## src/rtl/memory_col_ctrl_pkg.sv

```systemverilog
// Shared types for the memory column controller: FSM state encoding and
// the column data width. Imported by the interface and the controller.
package mem_col_pkg;

  typedef enum logic [2:0] {
    IDLE  = 3'd0,
    WRITE = 3'd1,
    RWAIT = 3'd2,
    RESP  = 3'd3,
    VWAIT = 3'd4
  } mem_col_state_t;

  localparam int MEM_COL_DATA_W = 8;

endpackage

```

## src/rtl/memory_col_ctrl_if.sv

```systemverilog
// Bundle of request, response, column and error signals of memory_col_ctrl.
// slave  : the controller side.
// master : the environment side (requester plus the attached column).
interface memory_col_ctrl_if
  import mem_col_pkg::*;
#(
  parameter int ADDR_W = 10
);

  logic                      req_valid;
  logic                      req_ready;
  logic                      req_we;
  logic [ADDR_W-1:0]         req_addr;
  logic [MEM_COL_DATA_W-1:0] req_wdata;

  logic                      rsp_valid;
  logic                      rsp_ready;
  logic [MEM_COL_DATA_W-1:0] rsp_rdata;

  logic [ADDR_W-1:0]         mem_addr;
  logic [MEM_COL_DATA_W-1:0] mem_wr_data;
  logic                      mem_byte_en;
  logic [MEM_COL_DATA_W-1:0] mem_rd_data;

  logic                      wr_err;
  logic [ADDR_W-1:0]         err_addr;

  modport slave (
    input  req_valid, req_we, req_addr, req_wdata, rsp_ready, mem_rd_data,
    output req_ready, rsp_valid, rsp_rdata, mem_addr, mem_wr_data, mem_byte_en,
           wr_err, err_addr
  );

  modport master (
    output req_valid, req_we, req_addr, req_wdata, rsp_ready, mem_rd_data,
    input  req_ready, rsp_valid, rsp_rdata, mem_addr, mem_wr_data, mem_byte_en,
           wr_err, err_addr
  );

endinterface

```

## src/rtl/memory_col_ctrl.sv

```systemverilog
// memory_col_ctrl: single-request front-end for one memory column.
// Accepts one read or write at a time, strobes the column for one cycle on
// writes, waits RD_LAT edges on reads and holds the response until taken.
// Optional macro MEM_COL_WR_VERIFY_EN adds a read-back check after every
// write with a sticky wr_err flag and the address of the first mismatch.
module memory_col_ctrl
  import mem_col_pkg::*;
#(
  parameter int ADDR_W = 10,
  parameter int RD_LAT = 1
) (
  input  logic                clk,
  input  logic                rst,
  memory_col_ctrl_if.slave    bus
);

  localparam int CNT_W = $clog2(RD_LAT + 1);

  mem_col_state_t            state_q, state_d;
  logic [CNT_W-1:0]          cnt_q, cnt_d;
  logic [ADDR_W-1:0]         mem_addr_q, mem_addr_d;
  logic [MEM_COL_DATA_W-1:0] mem_wr_data_q, mem_wr_data_d;
  logic                      mem_byte_en_q, mem_byte_en_d;
  logic                      rsp_valid_q, rsp_valid_d;
  logic [MEM_COL_DATA_W-1:0] rsp_rdata_q, rsp_rdata_d;
`ifdef MEM_COL_WR_VERIFY_EN
  logic                      wr_err_q, wr_err_d;
  logic [ADDR_W-1:0]         err_addr_q, err_addr_d;
`endif

  // Control and datapath registers; reset drops any operation in flight.
  always_ff @(posedge clk or posedge rst) begin
    if (rst) begin
      state_q       <= IDLE;
      cnt_q         <= '0;
      mem_addr_q    <= '0;
      mem_wr_data_q <= '0;
      mem_byte_en_q <= 1'b0;
      rsp_valid_q   <= 1'b0;
      rsp_rdata_q   <= '0;
    end else begin
      state_q       <= state_d;
      cnt_q         <= cnt_d;
      mem_addr_q    <= mem_addr_d;
      mem_wr_data_q <= mem_wr_data_d;
      mem_byte_en_q <= mem_byte_en_d;
      rsp_valid_q   <= rsp_valid_d;
      rsp_rdata_q   <= rsp_rdata_d;
    end
  end

`ifdef MEM_COL_WR_VERIFY_EN
  // Sticky write-verify error flag and first-mismatch address.
  always_ff @(posedge clk or posedge rst) begin
    if (rst) begin
      wr_err_q   <= 1'b0;
      err_addr_q <= '0;
    end else begin
      wr_err_q   <= wr_err_d;
      err_addr_q <= err_addr_d;
    end
  end
`endif

  // Next-state and registered-output logic of the request FSM.
  always_comb begin
    state_d       = state_q;
    cnt_d         = cnt_q;
    mem_addr_d    = mem_addr_q;
    mem_wr_data_d = mem_wr_data_q;
    mem_byte_en_d = 1'b0;
    rsp_valid_d   = rsp_valid_q;
    rsp_rdata_d   = rsp_rdata_q;
`ifdef MEM_COL_WR_VERIFY_EN
    wr_err_d      = wr_err_q;
    err_addr_d    = err_addr_q;
`endif
    case (state_q)
      IDLE: begin
        if (bus.req_valid) begin
          mem_addr_d = bus.req_addr;
          if (bus.req_we) begin
            mem_wr_data_d = bus.req_wdata;
            mem_byte_en_d = 1'b1;
            state_d       = WRITE;
          end else begin
            cnt_d   = CNT_W'(RD_LAT);
            state_d = RWAIT;
          end
        end
      end
      WRITE: begin
        // Column samples the strobe on this edge; address stays put so the
        // optional read-back sees the same location.
`ifdef MEM_COL_WR_VERIFY_EN
        cnt_d   = CNT_W'(RD_LAT);
        state_d = VWAIT;
`else
        state_d = IDLE;
`endif
      end
      RWAIT: begin
        cnt_d = cnt_q - CNT_W'(1);
        if (cnt_q == CNT_W'(1)) begin
          rsp_rdata_d = bus.mem_rd_data;
          rsp_valid_d = 1'b1;
          state_d     = RESP;
        end
      end
      RESP: begin
        if (bus.rsp_ready) begin
          rsp_valid_d = 1'b0;
          state_d     = IDLE;
        end
      end
`ifdef MEM_COL_WR_VERIFY_EN
      VWAIT: begin
        cnt_d = cnt_q - CNT_W'(1);
        if (cnt_q == CNT_W'(1)) begin
          if (bus.mem_rd_data != mem_wr_data_q) begin
            wr_err_d = 1'b1;
            if (!wr_err_q) err_addr_d = mem_addr_q;
          end
          state_d = IDLE;
        end
      end
`endif
      default: state_d = IDLE;
    endcase
  end

  assign bus.req_ready   = (state_q == IDLE);
  assign bus.rsp_valid   = rsp_valid_q;
  assign bus.rsp_rdata   = rsp_rdata_q;
  assign bus.mem_addr    = mem_addr_q;
  assign bus.mem_wr_data = mem_wr_data_q;
  assign bus.mem_byte_en = mem_byte_en_q;
`ifdef MEM_COL_WR_VERIFY_EN
  assign bus.wr_err      = wr_err_q;
  assign bus.err_addr    = err_addr_q;
`else
  assign bus.wr_err      = 1'b0;
  assign bus.err_addr    = '0;
`endif

endmodule

```

## src/flat_wrapper.sv

```systemverilog
// flat-port wrapper written by rule: the top's interface ports become plain ports
module memory_col_ctrl_flat import mem_col_pkg::*;
#(
  parameter int ADDR_W = 10,
  parameter int RD_LAT = 1
)
  (clk, rst, bus_req_valid, bus_req_we, bus_req_addr, bus_req_wdata, bus_rsp_ready, bus_mem_rd_data, bus_req_ready, bus_rsp_valid, bus_rsp_rdata, bus_mem_addr, bus_mem_wr_data, bus_mem_byte_en, bus_wr_err, bus_err_addr);
  memory_col_ctrl_if #(.ADDR_W(ADDR_W)) bus_i ();
  input  logic clk;
  input  logic rst;
  input wire logic [$bits(bus_i.req_valid)-1:0] bus_req_valid;
  input wire logic [$bits(bus_i.req_we)-1:0] bus_req_we;
  input wire logic [$bits(bus_i.req_addr)-1:0] bus_req_addr;
  input wire logic [$bits(bus_i.req_wdata)-1:0] bus_req_wdata;
  input wire logic [$bits(bus_i.rsp_ready)-1:0] bus_rsp_ready;
  input wire logic [$bits(bus_i.mem_rd_data)-1:0] bus_mem_rd_data;
  output wire logic [$bits(bus_i.req_ready)-1:0] bus_req_ready;
  output wire logic [$bits(bus_i.rsp_valid)-1:0] bus_rsp_valid;
  output wire logic [$bits(bus_i.rsp_rdata)-1:0] bus_rsp_rdata;
  output wire logic [$bits(bus_i.mem_addr)-1:0] bus_mem_addr;
  output wire logic [$bits(bus_i.mem_wr_data)-1:0] bus_mem_wr_data;
  output wire logic [$bits(bus_i.mem_byte_en)-1:0] bus_mem_byte_en;
  output wire logic [$bits(bus_i.wr_err)-1:0] bus_wr_err;
  output wire logic [$bits(bus_i.err_addr)-1:0] bus_err_addr;
  assign bus_i.req_valid = bus_req_valid;
  assign bus_i.req_we = bus_req_we;
  assign bus_i.req_addr = bus_req_addr;
  assign bus_i.req_wdata = bus_req_wdata;
  assign bus_i.rsp_ready = bus_rsp_ready;
  assign bus_i.mem_rd_data = bus_mem_rd_data;
  assign bus_req_ready = bus_i.req_ready;
  assign bus_rsp_valid = bus_i.rsp_valid;
  assign bus_rsp_rdata = bus_i.rsp_rdata;
  assign bus_mem_addr = bus_i.mem_addr;
  assign bus_mem_wr_data = bus_i.mem_wr_data;
  assign bus_mem_byte_en = bus_i.mem_byte_en;
  assign bus_wr_err = bus_i.wr_err;
  assign bus_err_addr = bus_i.err_addr;
  memory_col_ctrl #(.ADDR_W(ADDR_W), .RD_LAT(RD_LAT)) u_core (.clk(clk), .rst(rst), .bus(bus_i));
endmodule
```

## config.mk

```make
export PLATFORM = sky130hd
export DESIGN_NAME = memory_col_ctrl_flat
export DESIGN_NICKNAME = d
export VERILOG_FILES = /design/src/rtl/memory_col_ctrl_pkg.sv /design/src/rtl/memory_col_ctrl_if.sv /design/src/rtl/memory_col_ctrl.sv /design/src/flat_wrapper.sv
export SDC_FILE = /design/constraint.sdc
export NUM_CORES = 1
export LEC_CHECK = 0
export BUFFER_PORTS_ARGS = -buffer_cell sky130_fd_sc_hd__buf_2
export CAP_MARGIN = 15
export CORE_MARGIN = 2
export CORE_UTILIZATION = 44
export DETAILED_ROUTE_END_ITERATION = 8
export PLACE_DENSITY = 0.77
export REMOVE_ABC_BUFFERS = 1
export SLEW_MARGIN = 0
export SYNTH_ARGS = -nofsm -noshare
export SYNTH_HDL_FRONTEND = slang
export SYNTH_SLANG_ARGS = --single-unit
```

## constraint.sdc

```tcl
create_clock -name clk -period 1.5 [get_ports clk]
set_clock_uncertainty 0.05 [all_clocks]
set_input_delay 0.075 -clock clk [delete_from_list [all_inputs] [get_ports clk]]
set_output_delay 0.075 -clock clk [all_outputs]
set_load 0.05 [all_outputs]
```

==> results of run 1 <==
==> sequential cells by signal, indices dropped and copies added (netlist names) <==
signal and cells:
u_core.cnt_q 1, u_core.bus.mem_byte_en 1, u_core.bus.rsp_valid 1, u_core.state_q 2
u_core.bus.rsp_rdata 8, u_core.bus.mem_addr 10, u_core.bus.mem_wr_data 8
==> critical path, stage by stage (launching register included) <==
cell	delay [ns]
dfrtp_1	0.49
nor2_4	0.14
and3_4	0.31
mux2_4	0.32
==> power by group <==
group | total (µW) | leakage, µW | switching [µW] | internal (µW)
combinational | 2950 | 0.000625 | 1990 | 963
sequential | 1540 | 0.000366 | 288 | 1250
clock | 672 | 0.0000482 | 279 | 394
==> worst paths after layout <==
check / slack [ns] / endpoint / start
worst min-delay path: 0.05 / u_core.state_q[1] / bus_req_valid
worst max-delay path: 0.09 / u_core.bus.mem_wr_data[3] / u_core.state_q[0]
worst min register to register: 0.45 / u_core.bus.rsp_rdata[1] / u_core.bus.rsp_rdata[1]
min in group asynchronous: 0.27 / u_core.bus.mem_byte_en / rst
worst max register to register: 0.09 / u_core.bus.mem_wr_data[3] / u_core.state_q[0]
max in group asynchronous: 0.93 / u_core.bus.rsp_rdata[2] / rst
==> synthesized netlist by cell type <==
| cell type | count |
|---|---|
| buf_6 | 2 |
| mux2_4 | 18 |
| and2_4 | 1 |
| conb_1 | 1 |
| a31oi_1 | 1 |
| buf_4 | 12 |
| and3_4 | 1 |
| inv_1 | 4 |
| o31ai_1 | 1 |
| o21ai_0 | 2 |
| buf_12 | 1 |
| nand2_1 | 2 |
| dfrtp_1 | 31 |
| nor2_1 | 1 |
| a21o_2 | 1 |
| nand3_2 | 1 |
| nor2_4 | 1 |
| a21oi_1 | 4 |
| mux2_2 | 8 |
==> repair_timing <==
| action | in CTS | in global routing |
|---|---|---|
| endpoints found under the hold margin | 58 | 0 |
| hold buffers | 28 | 0 |
| gates resized for setup | 0 | 0 |
==> stage by stage <==
step	util (%)	total power [µW]	cells	hold slack (ns)	instance area, µm²
floorplan	-	3780	88	0.115	1300
global placement	55.2	4330	194	0.0602	1670
detailed placement	55.2	4430	194	0.0588	1670
CTS	67.3	5170	230	0.0321	2040
global route	67.3	5390	230	0.0322	2040
finish	67.3	5170	230	0.0465	2040
==> cell type report <==
cell class              count  area (µm²)
repair buffers             90         598
fillers                   219         991
inverters                   4        15.0
clock inverters             2        35.0
multi-input cells          53         507
well taps                  44        55.1
clock buffers               6        51.3
flip-flops and latches     31         776
==> kinds of logic (layout without fill, tap and decap cells) <==
logic type	Yosys count	in the layout	synth area share [%]
buf+inv	19	102	10.6
flops	31	31	55.7
simple gates	7	7	3.77
other cells	1	11	0.269
compound gates	9	9	3.77
mux	26	26	25.9
==> per-layer routing <==
metal	up-vias	track usage [%]	share of wire, %
met3	10	4.55	6.3
met5	-	0	0
li1	476	-	-
met4	0	9.52	2.9
met1	473	19.8	39
met2	48	32.3	52
==> metrics.md, run 1 <==
| Metric | Value |
|---|---|
| Status | finished, final reports clean |
| Critical path arrival | 1.59 ns |
| Max frequency | 707 MHz |
| Hold Violations, Final | 0 |
| Worst path required time | 1.68 ns |
| Clock Pin Slew Worst Setup and Hold Paths | 0.10 ns |
| First-pass GRT wire length | 4600 µm |
| DR pass1 iterations | 3 |
| RSZ-0062 raised after global routing | false |
| Syn_area_per_cell | 15.0 µm² |
| Clock Sinks | 31 |
| Register area share after synthesis | 55.7% |
| # DRC | 0 |
| CORE AREA | 0.00303 mm² |
| Largest cells by area after synthesis | dfrtp_1 (56%), mux2_4 (19%), buf_4 (6.5%), mux2_2 (6.5%), buf_6 (1.6%) |
| Commonest non-fill, non-tap cell in the layout | buf_2 |
| Worst setup margin | 0.0856 ns |
| Setup tns final | 0 ns |
| Row count | 20 |
| Area Growth Syn to Fin | 46.3% |
| Via density | 4.38 |
| Worst-path fanout max | 10 |
| Setup crit end kind | register |
| Maximum vdd drop | 1.00 mV |
| Placer Congestion | 0.716 |
| MaxCap Viol Count | 0 |
| Clock Tree Buf Depth | 2 |
| WL final | 3050 µm |
| H-tree levels | 2 |
| Critical path startpoint category | register |
| Post-synthesis register bit count | 31 |
| CTS tree | yes |
| DR WL/cell | 13.3 µm |
| Share of layout cells above drive strength 1 | 54.3% |
| # Post-CTS Setup Buffers | 0 |
| Yosys top cell area share | 55.7% |
| Port-buffer cells | 59 |
| Post-route clock period utilization | 94.3% |
| Pre-CTS setup slack | 0.0949 ns |
| I/O Pins | 71 |
| Syn Inst Count | 93 |
| Drt initial violations | 24 |
| Vert. Die Dim | 60.3 µm |
| Hold Path Cell Cnt | 3 |
| Clk root buf | clkbuf_4 |
| Hold crit path type | in2reg |
| Vias in the first global route | 992 |
| Mapped Area | 0.00139 mm² |
| CTS Buf Count | 5 |
| Initial core utilization | 46.0% |
| Die span in x | 60.3 µm |
| Total gr overflow | 0 |
| Clk_lat worst skew | 0.33 ns |
| PwrDens | 2540 mW/mm² |
| Final setup fails | 0 |
| Final ANT Viol Nets | 0 |
| HPWL Detailed | 2060 µm |
| Leakage | 0.00104 µW |
| Most frequent cells in the layout | buf_2 (59), dfrtp_1 (31), dlygate4sd3_1 (28), mux2_4 (18), conb_1 (11) |
| # diodes | 0 |
| Tmin final | 1.41 ns |
| Largest net degree at the start of global routing | 17 |
| Nets | 216 |
| Initial antenna violation count | 0 |
| Synth warn | 0 |
| FF-to-FF path depth | 3 |
| Kind of critical path | reg2reg |
| DR vias | 1,007 |
| Max-slew violations | 0 |
| Tot GR Track Use | 18.2% |
| Netlist cell types | 19 |
| Die area | 0.00363 mm² |
| Area leader, netlist | dfrtp_1 |
No activity file was read; power rests on OpenSTA's default activity.
==> inputs of run 2 (changes only) <==
--- a/config.mk
+++ b/config.mk
@@ -8,11 +8,10 @@
 export BUFFER_PORTS_ARGS = -buffer_cell sky130_fd_sc_hd__buf_2
 export CAP_MARGIN = 15
 export CORE_MARGIN = 2
-export CORE_UTILIZATION = 44
+export CORE_UTILIZATION = 40
 export DETAILED_ROUTE_END_ITERATION = 8
-export PLACE_DENSITY = 0.77
+export PLACE_DENSITY = 0.74
 export REMOVE_ABC_BUFFERS = 1
-export SLEW_MARGIN = 0
 export SYNTH_ARGS = -nofsm -noshare
 export SYNTH_HDL_FRONTEND = slang
 export SYNTH_SLANG_ARGS = --single-unit
==> constraint.sdc (replaced) <==
create_clock -name clk -period 1.3 [get_ports clk]
set_clock_uncertainty 0.05 [all_clocks]
set_input_delay 0.065 -clock clk [delete_from_list [all_inputs] [get_ports clk]]
set_output_delay 0.065 -clock clk [all_outputs]
set_load 0.05 [all_outputs]
==> run 2 against run 1 <==
Compared with the run above: combinational power rose by 18%; sequential share of layout area grew 0.070 points; die area grew 9.3%; register-to-register slack got worse by 0.11 ns; count of clock-buffer cells in the layout rose by 1; critical path depth stayed put; clock power shrank 22%; first-iteration DRC count is 92% higher; via count is essentially flat; the flow now finishes with violations (setup timing); global-route usage decreased by 0.66 points; cell count rose by 2.2%.
==> metrics.md, run 2 (synthesis results as in run 1) <==
| Metric | Value |
|---|---|
| Status | complete, but fails checks |
| Violated checks | setup timing |
| Post-layout util | 60.9% (-6.3 points) |
| Final Cell Area | 0.00203 mm² (-0.18%) |
| Min Hold Slack | 0.0509 ns (+0.00446 ns) |
| Drt initial violations | 46 (+92%) |
| Gr busiest metal | met2 |
| First-pass GRT wire length | 5240 µm (+14%) |
| Leakage | 0.00104 µW (-0.26%) |
| Critical path arrival | 1.48 ns (-0.11 ns) |
| Met1 usage | 21.5% (+1.7 points) |
| FF-to-FF path depth | 3 (unchanged) |
| Clock Pin Slew Worst Setup and Hold Paths | 0.09 ns (about the same) |
| Total power | 5730 µW (+11%) |
| Worst setup margin | -0.0253 ns (-0.111 ns) |
| Area Growth Syn to Fin | 46.0% |
| Nets | 219 (+1.4%) |
| Pre-CTS setup slack | -0.0265 ns (-0.121 ns) |
| Critical path startpoint category | register |
| Instance count on the critical path | 3 (unchanged) |
| Slowest stage cell on the critical path | dfrtp_1 |
| Worst-path cell chain | nor2_4 -> and2_4 -> mux2_4 |
| CORE AREA | 0.00334 mm² (+10%) |
| # DRC | 0 (unchanged) |
| Post-route clock period utilization | 102% (+7.7 points) |
| Largest register FFs | 10 (unchanged) |
| Max-slew violations | 0 (unchanged) |
| GRT met2 Usage | 29.0% (-3.3 points) |
| RSZ-0062 raised after global routing | true |
| # diodes | 0 (unchanged) |
| Clock Tree Buf Depth | 2 (unchanged) |
| Kind of critical path | reg2reg |
| PwrDens | 2820 mW/mm² (+11%) |
| DR vias | 1,008 (+0.099%) |
| Tmin final | 1.33 ns (-0.0891 ns) |
| Worst path required time | 1.46 ns (-0.22 ns) |
| Initial core utilization | 41.7% (-4.3 points) |
| Die span in x | 63.0 µm (+4.6%) |
| Max stage delay on crit path | 0.43 ns (-0.06 ns) |
| WP buf/inv | 0 (unchanged) |
| Critical Path Sink | u_core.bus.mem_addr[4] |
| Clk root buf | clkbuf_4 |
| Final ANT Viol Nets | 0 (unchanged) |
| Vert. Die Dim | 63.0 µm (+4.6%) |
| Commonest non-fill, non-tap cell in the layout | buf_2 |
| DP Area | 0.00168 mm² (+0.60%) |
| Port-buffer cells | 59 (unchanged) |
| Total gr overflow | 0 (unchanged) |
| Hold crit path type | in2reg |
| I/O Pins | 71 (unchanged) |
| Placer Congestion | 0.725 (+1.3%) |
| Final setup fails | 10 (+10) |
| Flop2flop setup slack | -0.03 ns (-0.11 ns) |
| Max frequency | 755 MHz (+6.7%) |
| MaxCap Viol Count | 0 (unchanged) |
| CTS Buf Count | 5 (unchanged) |
| Via density | 4.29 (-2.0%) |
| H-tree levels | 2 (unchanged) |
| Maximum vdd drop | 0.891 mV (-11%) |
| CP startpoint | u_core.state_q[0] |
| Vias in the first global route | 1,071 (+8.0%) |
| Clock Sinks | 31 (unchanged) |
| Most frequent cells in the layout | buf_2 (59), dfrtp_1 (31), dlygate4sd3_1 (28), mux2_4 (18), conb_1 (11) |
| Tot GR Track Use | 17.6% (-0.66 points) |
| Clk_lat worst skew | 0.32 ns (about the same) |
| Setup crit end kind | register |
| Worst R2R End | u_core.bus.mem_addr[4] |
| Worst reg2reg startpoint | u_core.state_q[0] |
| Largest net degree at the start of global routing | 20 (+3) |
| Initial antenna violation count | 0 (unchanged) |
| Worst-path fanout max | 10 (unchanged) |
| Row count | 21 (+5.0%) |
| DR WL/cell | 13.3 µm (+0.31%) |
| Hold Violations, Final | 0 (unchanged) |
| Delay-heaviest family, CP | flip-flops |
| WL final | 3130 µm (+2.5%) |
| HPWL Detailed | 1980 µm (-3.9%) |
| M3 GR Usage | 5.41% (+0.86 points) |
| CTS tree | yes |
| Share of layout cells above drive strength 1 | 54.0% (-0.33 points) |
| Die area | 0.00397 mm² (+9.3%) |
| DR pass1 iterations | 2 (-1) |
==> run 2: changes by cell type in the layout (fill, tap and decap cells not counted), sizes merged <==
cell | previous run | this run
and3 | 1 | 2
buf | 62 | 64
bufinv | 1 | 0
clkbuf | 6 | 7
==> run 2: report_power, final <==
group	switching, µW	internal [µW]	total, µW	leakage, µW
Clock	312	210	522	0.0000293
Sequential	292	1450	1740	0.000366
Combinational	2320	1150	3470	0.000641
==> run 2: timing repair <==
item | in CTS | in global routing
hold endpoints to repair | 59 | 0
hold buffers | 28 | 0
buffers inserted | 1 | 0
pin swaps | 2 | 0
gates cloned | 1 | 0
resized for setup | 1 | 0
setup endpoints to repair | 21 | 21
==> run 2: layout make-up <==
class | count | area [µm²]
fillers | 273 | 1300
flip-flops and latches | 31 | 776
repair buffers | 92 | 613
multi-input cells | 54 | 522
well taps | 46 | 57.6
clock buffers | 7 | 45.0
inverters | 4 | 15.0
clock inverters | 1 | 5.00
==> run 2: worst min path at each step <==
stage	from	to	slack, ns	depth (start not counted)
CTS	bus_req_valid	u_core.state_q[1]	0.04	3
finish	bus_req_valid	u_core.state_q[1]	0.05	3
global route	bus_req_valid	u_core.state_q[1]	0.06	3
detailed placement	rst	u_core.bus.rsp_rdata[7]	0.05	3
global placement	rst	u_core.state_q[1]	0.04	3
floorplan	bus_rsp_ready	u_core.state_q[1]	0.11	1
==> run 2: per-layer routing <==
layer  routed length (µm)  vias up
li1                     -      484
met1                 1310      478
met2                 1570       41
met3                  191        5
met4                   53        0
met5                    0        -
==> run 2: worst reg2reg max path, cell delays in order, from the launching register on <==
cell and delay, ns:
dfrtp_1 0.43, nor2_4 0.13, and2_4 0.28, mux2_4 0.33
==> run 2: metrics by stage <==
step	cells	setup TNS, ns
finish	235	-0.192
global placement	197	0
detailed placement	197	-0.182
floorplan	88	-5.26
CTS	235	-0.239
global route	235	-1.14
==> inputs of run 3 (changes only) <==
--- a/config.mk
+++ b/config.mk
@@ -5,9 +5,9 @@
 export SDC_FILE = /design/constraint.sdc
 export NUM_CORES = 1
 export LEC_CHECK = 0
+export ABC_AREA = 1
 export BUFFER_PORTS_ARGS = -buffer_cell sky130_fd_sc_hd__buf_2
 export CAP_MARGIN = 15
-export CORE_MARGIN = 2
 export CORE_UTILIZATION = 40
 export DETAILED_ROUTE_END_ITERATION = 8
 export PLACE_DENSITY = 0.74
==> run 3 against run 2 <==
Compared with the run above: the run now ends clean; sequential share of layout area fell by 0.86 points; wire length fell by 0.73%; critical path depth did not move; critical path type is now reg2out; critical endpoint is now bus_req_ready; highest routed layer unchanged.
==> metrics.md, run 3 <==
| Metric | Value |
|---|---|
| Status | finished, final reports clean |
| Delay-heaviest family, CP | flip-flops |
| Yosys top cell area share | 55.9% (+0.20 points) |
| Initial core utilization | 41.6% (-0.15 points) |
| I/O Pins | 71 (unchanged) |
| Hold Path End | u_core.bus.mem_addr[4] |
| DR WL/cell | 10.5 µm (-21%) |
| Setup tns final | 0 ns (+0.192 ns) |
| # DRC | 0 (unchanged) |
| Post-synthesis register bit count | 31 (unchanged) |
| Area Growth Syn to Fin | 50.4% |
| Min-Delay Startpoint | bus_req_valid |
| CP startpoint | u_core.state_q[0] |
| CTS Buf Count | 5 (unchanged) |
| Worst reg2reg startpoint | u_core.state_q[0] |
| Post-route clock period utilization | 97.8% (-4.1 points) |
| WP buf/inv | 2 (+2) |
| Synth Area in Compound Gates | 6.31% (+2.5 points) |
| WL final | 3110 µm (-0.73%) |
| Worst path required time | 1.19 ns (-0.27 ns) |
| Die area | 0.00371 mm² (-6.6%) |
| Row count | 21 (unchanged) |
| # diodes | 0 (unchanged) |
| Largest register FFs | 10 (unchanged) |
| Tot GR Track Use | 19.1% (+1.6 points) |
| HPWL Detailed | 1820 µm (-8.0%) |
| Post-layout util | 62.5% (+1.6 points) |
| Mux share of post-synthesis cell area | 0% (-26 points) |
| DR vias | 1,268 (+26%) |
| Maximum vdd drop | 1.72 mV (+94%) |
| Count leader, synth | nand2_1 |
| Syn Inst Count | 155 (+67%) |
| Tmin final | 1.27 ns (-0.0535 ns) |
| Worst-path fanout max | 2 (-8) |
| Final ANT Viol Nets | 0 (unchanged) |
| Share of layout cells above drive strength 1 | 33.5% (-21 points) |
| Clk root buf | clkbuf_4 |
| Hold crit path type | in2reg |
| Syn_area_per_cell | 8.95 µm² (-40%) |
| Nets | 281 (+28%) |
| Via density | 4.27 (-0.47%) |
| Max stage delay on crit path | 0.43 ns (about the same) |
| FF-to-FF path depth | 6 (+3) |
| Finished Layout Cells | 297 (+26%) |
| Synth Area in Adders | 0% (unchanged) |
| Vert. Die Dim | 60.9 µm (-3.3%) |
| Slowest stage cell on the critical path | dfrtp_2 |
| Clock Pin Slew Worst Setup and Hold Paths | 0.09 ns (about the same) |
| Clock Tree Buf Depth | 2 (unchanged) |
| Largest net degree at the start of global routing | 32 (+60%) |
| Critical path arrival | 1.16 ns (-0.32 ns) |
| Min Hold Slack | 0.0642 ns (+0.0133 ns) |
| Vias in the first global route | 1,108 (+3.5%) |
| Worst-path cell chain | nor2_4 -> buf_6 -> buf_8 |
| Flop2flop setup slack | 0.10 ns (+0.13 ns) |
| EDFF count, synth | 0 (unchanged) |
| Mapped Area | 0.00139 mm² (-0.36%) |
| Post-synth top cells | nand2_1 (56), dfrtp_1 (31), o21ai_0 (16) |
| CTS tree | yes |
| Commonest non-fill, non-tap cell in the layout | buf_2 |
| MaxCap Viol Count | 0 (unchanged) |
| Largest family of logic cells by synthesized area | simple AND/OR/NAND/NOR gates |
| Total power | 5540 µW (-3.3%) |
| H-tree levels | 2 (unchanged) |
| First-pass GRT wire length | 4980 µm (-5.0%) |
| Hold Violations, Final | 0 (unchanged) |
| Netlist cell types | 16 (-3) |
| Placed cell count | 257 (+30%) |
| Critical path startpoint category | register |
| Largest cells by area after synthesis | dfrtp_1 (56%), nand2_1 (15%), buf_4 (6.5%), o21ai_0 (5.8%), nand3_1 (5.0%) |
| Total gr overflow | 0 (unchanged) |
| Synth warn | 0 (unchanged) |
| CORE AREA | 0.00334 mm² (unchanged) |
| PwrDens | 2650 mW/mm² (-5.8%) |
| Port-buffer cells | 59 (unchanged) |
| Kind of critical path | reg2out |
| Leakage | 0.00118 µW (+14%) |
| XOR/XNOR Fraction of Synth Area | 0% (unchanged) |
| DR pass1 iterations | 3 (+1) |
| Placer Congestion | 0.761 (+5.0%) |
| Simple-gate area share of the yosys netlist | 24.5% (+21 points) |
| Max-slew violations | 0 (unchanged) |
| Synth Flop Type | dfrtp_1 |
| Hold Path Cell Cnt | 3 (unchanged) |
| Most frequent cells in the layout | buf_2 (58), nand2_1 (54), dfrtp_1 (29), dlygate4sd3_1 (28), o21ai_0 (15) |
| Drt initial violations | 41 (-11%) |
| RSZ-0062 raised after global routing | true |
| Max frequency | 786 MHz (+4.2%) |
| Die span in x | 60.9 µm (-3.3%) |
| Initial antenna violation count | 0 (unchanged) |
| Register area share after synthesis | 55.9% (+0.20 points) |
| Area leader, netlist | dfrtp_1 |
| Clk_lat worst skew | 0.31 ns (about the same) |
| Setup crit end kind | output port |
| Clock Sinks | 31 (unchanged) |
| Ys async rst share | 100% (unchanged) |
| Worst R2R End | u_core.cnt_q |
| Final setup fails | 0 (-10) |
## run 3: repair_timing
item,in CTS,in global routing
buffers inserted,3,1
hold endpoints to repair,58,0
pin swaps,0,1
resized for setup,6,6
hold buffers,28,0
setup endpoints to repair,1,11
## run 3: cells by family (layout without fill, tap and decap cells)
| family | after synthesis | count (layout) |
|---|---|---|
| simple gates | 76 | 76 |
| flops | 31 | 31 |
| buf+inv | 30 | 116 |
| compound gates | 17 | 17 |
| other cells | 1 | 11 |
## run 3: report_power, final
part           total, µW  switching [µW]  internal [µW]  leakage [µW]
clock                618             300            318     0.0000386
combinational       3240            2380            853      0.000764
sequential          1690             261           1420      0.000382
total               5540            2940           2600       0.00118
## run 3: metal layers
metal / global-route usage [%] / share of wire (%)
met1: 23.2 / 43
met3: 5.76 / 3.9
met2: 31.9 / 52
met5: 0 / 0
met4: 7.79 / 0.84
## run 3: worst min-delay path: stages
cell	delay [ns]
buf_2	0.18
nand3_1	0.11
nand2_1	0.04
## run 3: worst max path at each step
stage,to,slack (ns),cells after the start
after detailed placement,u_core.bus.rsp_rdata[5],0.04,3
final,bus_req_ready,0.03,3
after CTS,bus_req_ready,0.008,3
after floorplan,u_core.bus.mem_wr_data[0],-0.24,4
after global routing,bus_req_ready,-0.03,3
after global placement,u_core.cnt_q,0.10,4
## run 3: per-stage QoR
stage	cell area [µm²]	setup slack, ns
6_report	2090	0.0281
5_1_grt	2090	-0.0341
4_1_cts	2060	0.00760
3_5_place_dp	1670	0.0389
3_3_place_gp	1670	0.100
2_1_floorplan	1300	-0.241
## run 3: area by class of cell
type	count	area, µm²
tap	46	57.6
sequential	31	778
fill	312	1250
clock buffer	8	68.8
timing repair buffer	94	646
inverter	14	52.6
multi-input combinational	104	484
